### src/rtl/k12_alu_trace.sv
// ALU response collector: captures every change of the {a, b, inst, res, cond} bus
// into a small FIFO and serializes each record as 6 bytes over a valid/ready stream.
module k12_alu_trace #(
    parameter int DEPTH = 4
) (
    input  logic        clk,
    input  logic        rst_n,
    input  logic        en,
    input  logic [7:0]  a,
    input  logic [7:0]  b,
    input  logic [15:0] inst,
    input  logic [7:0]  res,
    input  logic        cond,
    output logic [7:0]  out_data,
    output logic        out_valid,
    input  logic        out_ready,
    output logic [7:0]  drop_cnt,
    output logic        busy
);

    localparam int PTR_W   = (DEPTH > 1) ? $clog2(DEPTH) : 1;
    localparam int TUPLE_W = 41;
    localparam int ENTRY_W = TUPLE_W + 1;
    localparam int REC_BYTES = 6;

    localparam logic [PTR_W:0]   FULL_COUNT = (PTR_W + 1)'(DEPTH);
    localparam logic [PTR_W:0]   COUNT_ONE  = (PTR_W + 1)'(1);
    localparam logic [PTR_W-1:0] PTR_ONE    = PTR_W'(1);
    localparam logic [2:0]       LAST_IDX   = 3'(REC_BYTES - 1);

    typedef enum logic {
        IDLE = 1'b0,
        SEND = 1'b1
    } state_t;

    state_t               state_reg;
    state_t               state_next;
    logic [2:0]           idx_reg;
    logic [2:0]           idx_next;
    logic [ENTRY_W-1:0]   cur_reg;
    logic [ENTRY_W-1:0]   mem [DEPTH];
    logic [PTR_W-1:0]     wr_ptr_reg;
    logic [PTR_W-1:0]     rd_ptr_reg;
    logic [PTR_W:0]       count_reg;
    logic                 first_flag_reg;
    logic                 drop_pending_reg;
    logic [TUPLE_W-1:0]   last_tuple_reg;
    logic [7:0]           drop_cnt_reg;

    logic [TUPLE_W-1:0]   tuple;
    logic                 capture;
    logic                 fifo_empty;
    logic                 fifo_full;
    logic                 handshake;
    logic                 pop;
    logic                 push;
    logic                 drop;

    logic [8*REC_BYTES-1:0] rec_packed;
    logic [7:0]             rec_bytes [REC_BYTES];

    assign tuple      = {a, b, inst, res, cond};
    assign capture    = en && (first_flag_reg || (tuple != last_tuple_reg));
    assign fifo_empty = (count_reg == '0);
    assign fifo_full  = (count_reg == FULL_COUNT);
    assign out_valid  = (state_reg == SEND);
    assign handshake  = out_valid && out_ready;

    // A full FIFO can still accept a record when the serializer pops on the same edge.
    assign push = capture && (!fifo_full || pop);
    assign drop = capture && !push;

    // Serializer: IDLE pops as soon as data exists; SEND walks bytes 0..5 per handshake.
    always_comb begin
        state_next = state_reg;
        idx_next   = idx_reg;
        pop        = 1'b0;
        case (state_reg)
            IDLE: begin
                if (!fifo_empty) begin
                    pop        = 1'b1;
                    state_next = SEND;
                    idx_next   = '0;
                end
            end
            SEND: begin
                if (handshake) begin
                    if (idx_reg == LAST_IDX) begin
                        idx_next = '0;
                        if (!fifo_empty) begin
                            pop = 1'b1;
                        end else begin
                            state_next = IDLE;
                        end
                    end else begin
                        idx_next = idx_reg + 3'd1;
                    end
                end
            end
            default: begin
                state_next = IDLE;
                idx_next   = '0;
            end
        endcase
    end

    // Record storage with a registered read into the serializer's holding register.
    always_ff @(posedge clk) begin
        if (rst_n && push) begin
            mem[wr_ptr_reg] <= {drop_pending_reg, tuple};
        end
        if (rst_n && pop) begin
            cur_reg <= mem[rd_ptr_reg];
        end
    end

    always_ff @(posedge clk) begin
        if (!rst_n) begin
            state_reg        <= IDLE;
            idx_reg          <= '0;
            wr_ptr_reg       <= '0;
            rd_ptr_reg       <= '0;
            count_reg        <= '0;
            first_flag_reg   <= 1'b1;
            drop_pending_reg <= 1'b0;
            last_tuple_reg   <= '0;
            drop_cnt_reg     <= '0;
        end else begin
            state_reg <= state_next;
            idx_reg   <= idx_next;
            if (push) begin
                wr_ptr_reg <= wr_ptr_reg + PTR_ONE;
            end
            if (pop) begin
                rd_ptr_reg <= rd_ptr_reg + PTR_ONE;
            end
            case ({push, pop})
                2'b10:   count_reg <= count_reg + COUNT_ONE;
                2'b01:   count_reg <= count_reg - COUNT_ONE;
                default: count_reg <= count_reg;
            endcase
            // last_tuple follows every capture, even one that is dropped.
            if (capture) begin
                last_tuple_reg <= tuple;
                first_flag_reg <= 1'b0;
            end
            if (push) begin
                drop_pending_reg <= 1'b0;
            end else if (drop) begin
                drop_pending_reg <= 1'b1;
            end
            if (drop && (drop_cnt_reg != 8'hFF)) begin
                drop_cnt_reg <= drop_cnt_reg + 8'd1;
            end
        end
    end

    // cur_reg layout: {drop, a, b, inst, res, cond}; bytes go out B0 first.
    assign rec_packed = {1'b1, cur_reg[ENTRY_W-1], 5'b0, cur_reg[0], cur_reg[TUPLE_W-1:1]};

    generate
        for (genvar gi = 0; gi < REC_BYTES; gi++) begin : g_rec_byte
            assign rec_bytes[gi] = rec_packed[8*REC_BYTES-1-8*gi -: 8];
        end
    endgenerate

    assign out_data = out_valid ? rec_bytes[idx_reg] : 8'h00;
    assign drop_cnt = drop_cnt_reg;
    assign busy     = !fifo_empty || (state_reg == SEND);

endmodule

### config.mk
export PLATFORM = sky130hd
export DESIGN_NAME = k12_alu_trace
export DESIGN_NICKNAME = d
export VERILOG_FILES = /design/src/rtl/k12_alu_trace.sv
export SDC_FILE = /design/constraint.sdc
export NUM_CORES = 1
export LEC_CHECK = 0
export CAP_MARGIN = 20
export CORE_AREA = 2 2 150 152
export CTS_CLUSTER_SIZE = 30
export DETAILED_ROUTE_END_ITERATION = 10
export DIE_AREA = 0 0 152 154
export GPL_ROUTABILITY_DRIVEN = 1
export PLACE_DENSITY = 0.74
export SLEW_MARGIN = 10
export SYNTH_ARGS = -nofsm -noshare
export SYNTH_HDL_FRONTEND = slang
export SYNTH_SLANG_ARGS = --single-unit
### constraint.sdc
create_clock -name clk -period 8 [get_ports clk]
set_input_delay 1.6 -clock clk [delete_from_list [all_inputs] [get_ports clk]]
set_output_delay 1.6 -clock clk [all_outputs]
set_load 0.005 [all_outputs]
# Word level (Yosys, flattened, before mapping)
# Memory sizes are Yosys's and may differ from the RTL's. A register that Yosys moved wholly into a read port is not among the register bits.
# Cells that the tools add are included.
# classes
eq_ne,8
bitwise_logic,3
magnitude_cmp,1
n_reduce_logical,17
addsub,6
mux,18
# ops
cell,count
$ne 41x41->1,1
$bmux 8 s3,1
$mux 8,3
$pmux 3 s2,2
$mux 3,3
$add 8x1->8 const B,1
$ne 8x8->1 const B,1
$logic_and 1x1->1,7
$mux 1,7
$add 3x1->3 const B,2
$eq 3x3->1 const B,2
$add 2x1->2 const B,2
$ge 4x4->1 const B,1
$not 3->4,1
$pmux 1 s2,2
$logic_not 1->1,3
$logic_not 3->1,1
$logic_or 1x1->1,3
$sub 3x1->3 const B,1
$eq 2x1->1 const B,1
$eq 2x2->1 const B,1
$ne 2x1->1 const B,1
$ne 2x2->1 const B,1
$not 1->1,2
other kinds (3),3
# totals
in_bits,45
ram_bits,168
n_memories,1
regBits,62
elab_cells,63
output_inout_bits,18
# memory_table
name,words,width,rd,rd_ports_with_merged_regs,wr,line_no,source
mem,4,42,1,1,1,41,logic [ENTRY_W-1:0] mem [DEPTH];

# Longest topological paths before layout
# depth
depth_word,10
mapped_depth,12
mapped_depth_nobuf,10

# Worst setup path after synthesis
# OpenSTA, ideal clock, no wires.
# synth_path
kind,input -> register
from,input out_ready
to,"register cur_reg[0], read port of mem, enable pin"
n_path_buf,0
setup_time_ns,0.442
path_slack_ns,3.566
arrival_ns,3.993
t_required_ns,7.558
cell_stages,4
cell_sequence,nand2_1 -> o21ai_0 -> nand2b_1 -> nor2_1
# synth_via
elab_chain_len,4
# synth_rtl
item,line_no,source
from (decl),16,"input logic out_ready,"
$logic_and 1x1->1,67,assign handshake = out_valid && out_ready;
$mux 1,87,if (handshake) begin
$pmux 1 s2,78,case (state_reg)
$logic_and 1x1->1,112,if (rst_n && pop) begin
to (decl),40,logic [ENTRY_W-1:0] cur_reg;
# No other way between the ends.
# A chain may end at the register's enable or synchronous reset.

# Worst setup path after layout
# layout_path
from,input inst[9]
to,"memory mem[0][39] in the netlist's numbering, enable pin"
# layout_via
elab_chain_len,7
# layout_rtl
item,line_no,source
from (decl),11,"input logic [15:0] inst,"
$ne 41x41->1,63,assign capture = en && (first_flag_reg || (tuple != last_tuple_reg));
$logic_or 1x1->1,63,
$logic_and 1x1->1,63,
$logic_and 1x1->1,70,assign push = capture && (!fifo_full || pop);
$logic_and 1x1->1,109,if (rst_n && push) begin
$mux 1,109,
$mux 1 (not written as such),110,"mem[wr_ptr_reg] <= {drop_pending_reg, tuple};"
to (decl),41,
# No other way between the ends.

==> flow_metrics.tcl <==
set metrics [dict create \
    arrival_ns 5.18 \
    seq_power_share 0.497 \
    netlist_area_um2 10660 \
    viasPerCell 5.594 \
    crit_required_ns 8.27 \
    yosys.area.top_type "edfxtp_1" \
    p_per_area_nw_per_um2 285.1 \
    drc_errors 0 \
    antenna_found_initial 0 \
    register_area_um2 7550 \
    setup_violations 0 \
    num_antenna_cells 0 \
    hold_buffers 0 \
    relSlewSlack 0.3486 \
    cap_violations 0 \
    nFillCells 1600 \
    finalHoldViolations 0 \
    htree_num_levels 1 \
    p_sw_frac 0.2438 \
    grt_overflow 0 \
    synth_cells 683 \
    fin_crit_sh 0.6132 \
    cts_buffers 27 \
    synth.top_cell.area_share 0.5914 \
    clockRootBuffer "clkbuf_16" \
    irDropWorstVdd_v 0.0001468 \
    critPathMaxFanout 48 \
    firstDrtPassIters 4 \
    fin_crit_ns 4.906 \
    clk_latency_ns 0.52 \
    tightest_slew_ns 0.9682 \
    power_switching_mw 0.8704 \
    outcome "complete, no violations" \
    layout-drive-gt1-share 0.1388 \
    rsz0062_at_grt "false" \
    cts_tree "built" \
    slowest_stage "o41a_2" \
    place_ws_ns 2.512 \
    die_h_um 154 \
    grt_usage 0.1904 \
    clock_path_buffers 3 \
    critPathLaunchType "input pin" \
    multiInputGateArea_um2 2900 \
    vias 5879 \
    avgSynthCellArea_um2 15.61 \
    synth_seq_cells 272 \
    slew_viol_final 0 \
    synth.distinct_cells 46 \
    synth_edf_count 210 \
    cp_cell_sequence "clkdlybuf4s50_1, nor2b_1, a2111oi_0, nand4_1, o41a_2, and2_1, and3_2, buf_12" \
    ys_warn_count 0 \
    crit_buf_inv 2 \
    finalWorstSetupSlack_ns 3.094 \
    grt_pass1_wl_um 34600 \
    p_int_mw 2.700 \
    totalNegativeSetupSlack_ns 0 \
    start_util 0.4916 \
    synth-main-ff-cell "edfxtp_1" \
    routedWlPerCell_um 20.81 \
    postCtsSetupBuffers 0 \
    routed_wl_um 21870 \
    grt_max_degree 58 \
    ioPinCount 63 \
    worstSetupPathType "in -> reg" \
    gp_congestion 0.7837 \
    drtIter0Drc 490 \
    clock-sinks 272 \
    clock_power_share 0.351 \
    p_comb_frac 0.152 \
    io_buffers 62 \
    synth_fp_nets 734 \
    hpwl_um 14040 \
    cts.repair.resized 0 \
    first_global_vias 6141 \
    max_freq_mhz 203.8 \
    hold_ws_ns 0.4544 \
    path_clk_slew_ns 0.06 \
    largest_reg_flops 168 \
    fp.dieW_um 152 \
    hp-class "reg -> reg" \
    core_um2 21690 \
    cp_slowest_stage_delay_ns 0.88 \
    nets 802 \
    num_rows 54 \
    die-area_um2 23410 \
    cpLargestDelayFamily "compound AO/OA/AOI/OAI gates" \
    ant_nets 0 \
    worstSetupEndpointType "flop" \
    p_leak_nw 4.191 \
    yosysSeqAreaShare 0.7078 \
    finClkSkew_ns 0.007032 \
    area_growth_pct 17.45 \
    synthTopCellsByArea "edfxtp_1 59%, dfxtp_1 12%, mux4_2 9.3%, nand2_1 3.2%, xor2_1 2.7%" \
    async_reset_ff_frac 0 \
]
## power by group through the flow
stage	Sequential [mW]	Combinational [mW]	Clock, mW
6_report	1.77	0.541	1.25
3_5_place_dp	1.81	0.542	0
5_1_grt	1.79	0.592	1.33
4_1_cts	1.78	0.544	1.27
3_3_place_gp	1.81	0.510	0
2_1_floorplan	1.75	0.381	0
## per-layer routing
layer / share of wire / wire (um) / GRT usage / vias up
met3: 0.056 / 1226 / 0.03326 / 34
met5: 0 / 0 / 0 / -
met2: 0.51 / 11080 / 0.3327 / 175
met4: 0.018 / 399 / 0.04851 / 0
met1: 0.42 / 9168 / 0.2491 / 2971
li1: - / - / - / 2699
## cells by family after synthesis
group | synth area share
flops | 0.7078
simple gates | 0.06982
compound gates | 0.04635
mux | 0.1104
buf+inv | 0.02253
xor+xnor | 0.03532
fa+ha+maj | 0.007745
## through the flow
| step | power [mW] | cells | area [um^2] | utilization |
|---|---|---|---|---|
| 3_3_place_gp | 2.319 | 996 | 11530 | 0.5316 |
| 6_report | 3.571 | 1051 | 12520 | 0.5774 |
| 2_1_floorplan | 2.129 | 683 | 10660 | - |
| 3_5_place_dp | 2.349 | 997 | 11550 | 0.5325 |
| 5_1_grt | 3.711 | 1051 | 12520 | 0.5774 |
| 4_1_cts | 3.597 | 1046 | 12430 | 0.5732 |
## synthesized netlist by cell type (2+ instances only)
cell type	count
inv_1	18
buf_1	5
and2_1	9
edfxtp_1	210
buf_6	5
dfxtp_1	62
mux4_2	44
nor3b_1	2
nand2b_1	3
a21oi_1	46
a2bb2oi_1	2
nor2b_1	4
and3_1	5
a21o_1	2
nand4_1	4
a22oi_1	6
nor2_1	19
xnor2_1	10
o21a_1	2
nor3_1	6
o22ai_1	8
mux2_2	5
ha_1	5
clkbuf_1	23
nor4_1	10
nand3_1	8
mux2i_1	13
nand2_1	92
o21ai_0	6
xor2_1	33
## final timing paths
path	start	end	cells past startpoint	slack, ns
worst min register to register	last_tuple_reg[3]	last_tuple_reg[3]	2	0.45
worst max-delay path	inst[9]	mem[0][39]	8	3.09
worst min-delay path	last_tuple_reg[3]	last_tuple_reg[3]	2	0.45
worst max register to register	last_tuple_reg[30]	mem[0][39]	7	4.48
## cell type report
cell class,instances,share of cell area
clock inverter,13,0.01299
inverter,19,0.005695
multi-input combinational,358,0.2316
timing repair buffer,73,0.06144
tap,280,0.02797
sequential,272,0.6029
clock buffer,36,0.05745
## worst register-to-register path, stage by stage (launching register included)
cell and delay, ns:
dfxtp_1 0.32, nor2b_1 0.12, a2111oi_0 0.55, nand4_1 0.27
o41a_2 0.88, and2_1 0.39, and3_2 0.45, buf_12 0.27
## cells in the final DEF (no fill, tap or decap), drive strengths merged, types with 5 or more instances in the layout
master,instances
inv,20
mux4,44
dfxtp,62
o22ai,8
buf,11
nor4,10
o21ai,7
nor3,6
clkbuf,36
xnor2,10
clkdlybuf4s50,62
nand2,92
a21oi,46
edfxtp,210
xor2,33
and3,5
ha,5
and2,9
nor2,19
clkinv,8
mux2i,13
nand3,8
a22oi,6
mux2,5
Note: power is estimated with default switching activity, not from simulation.
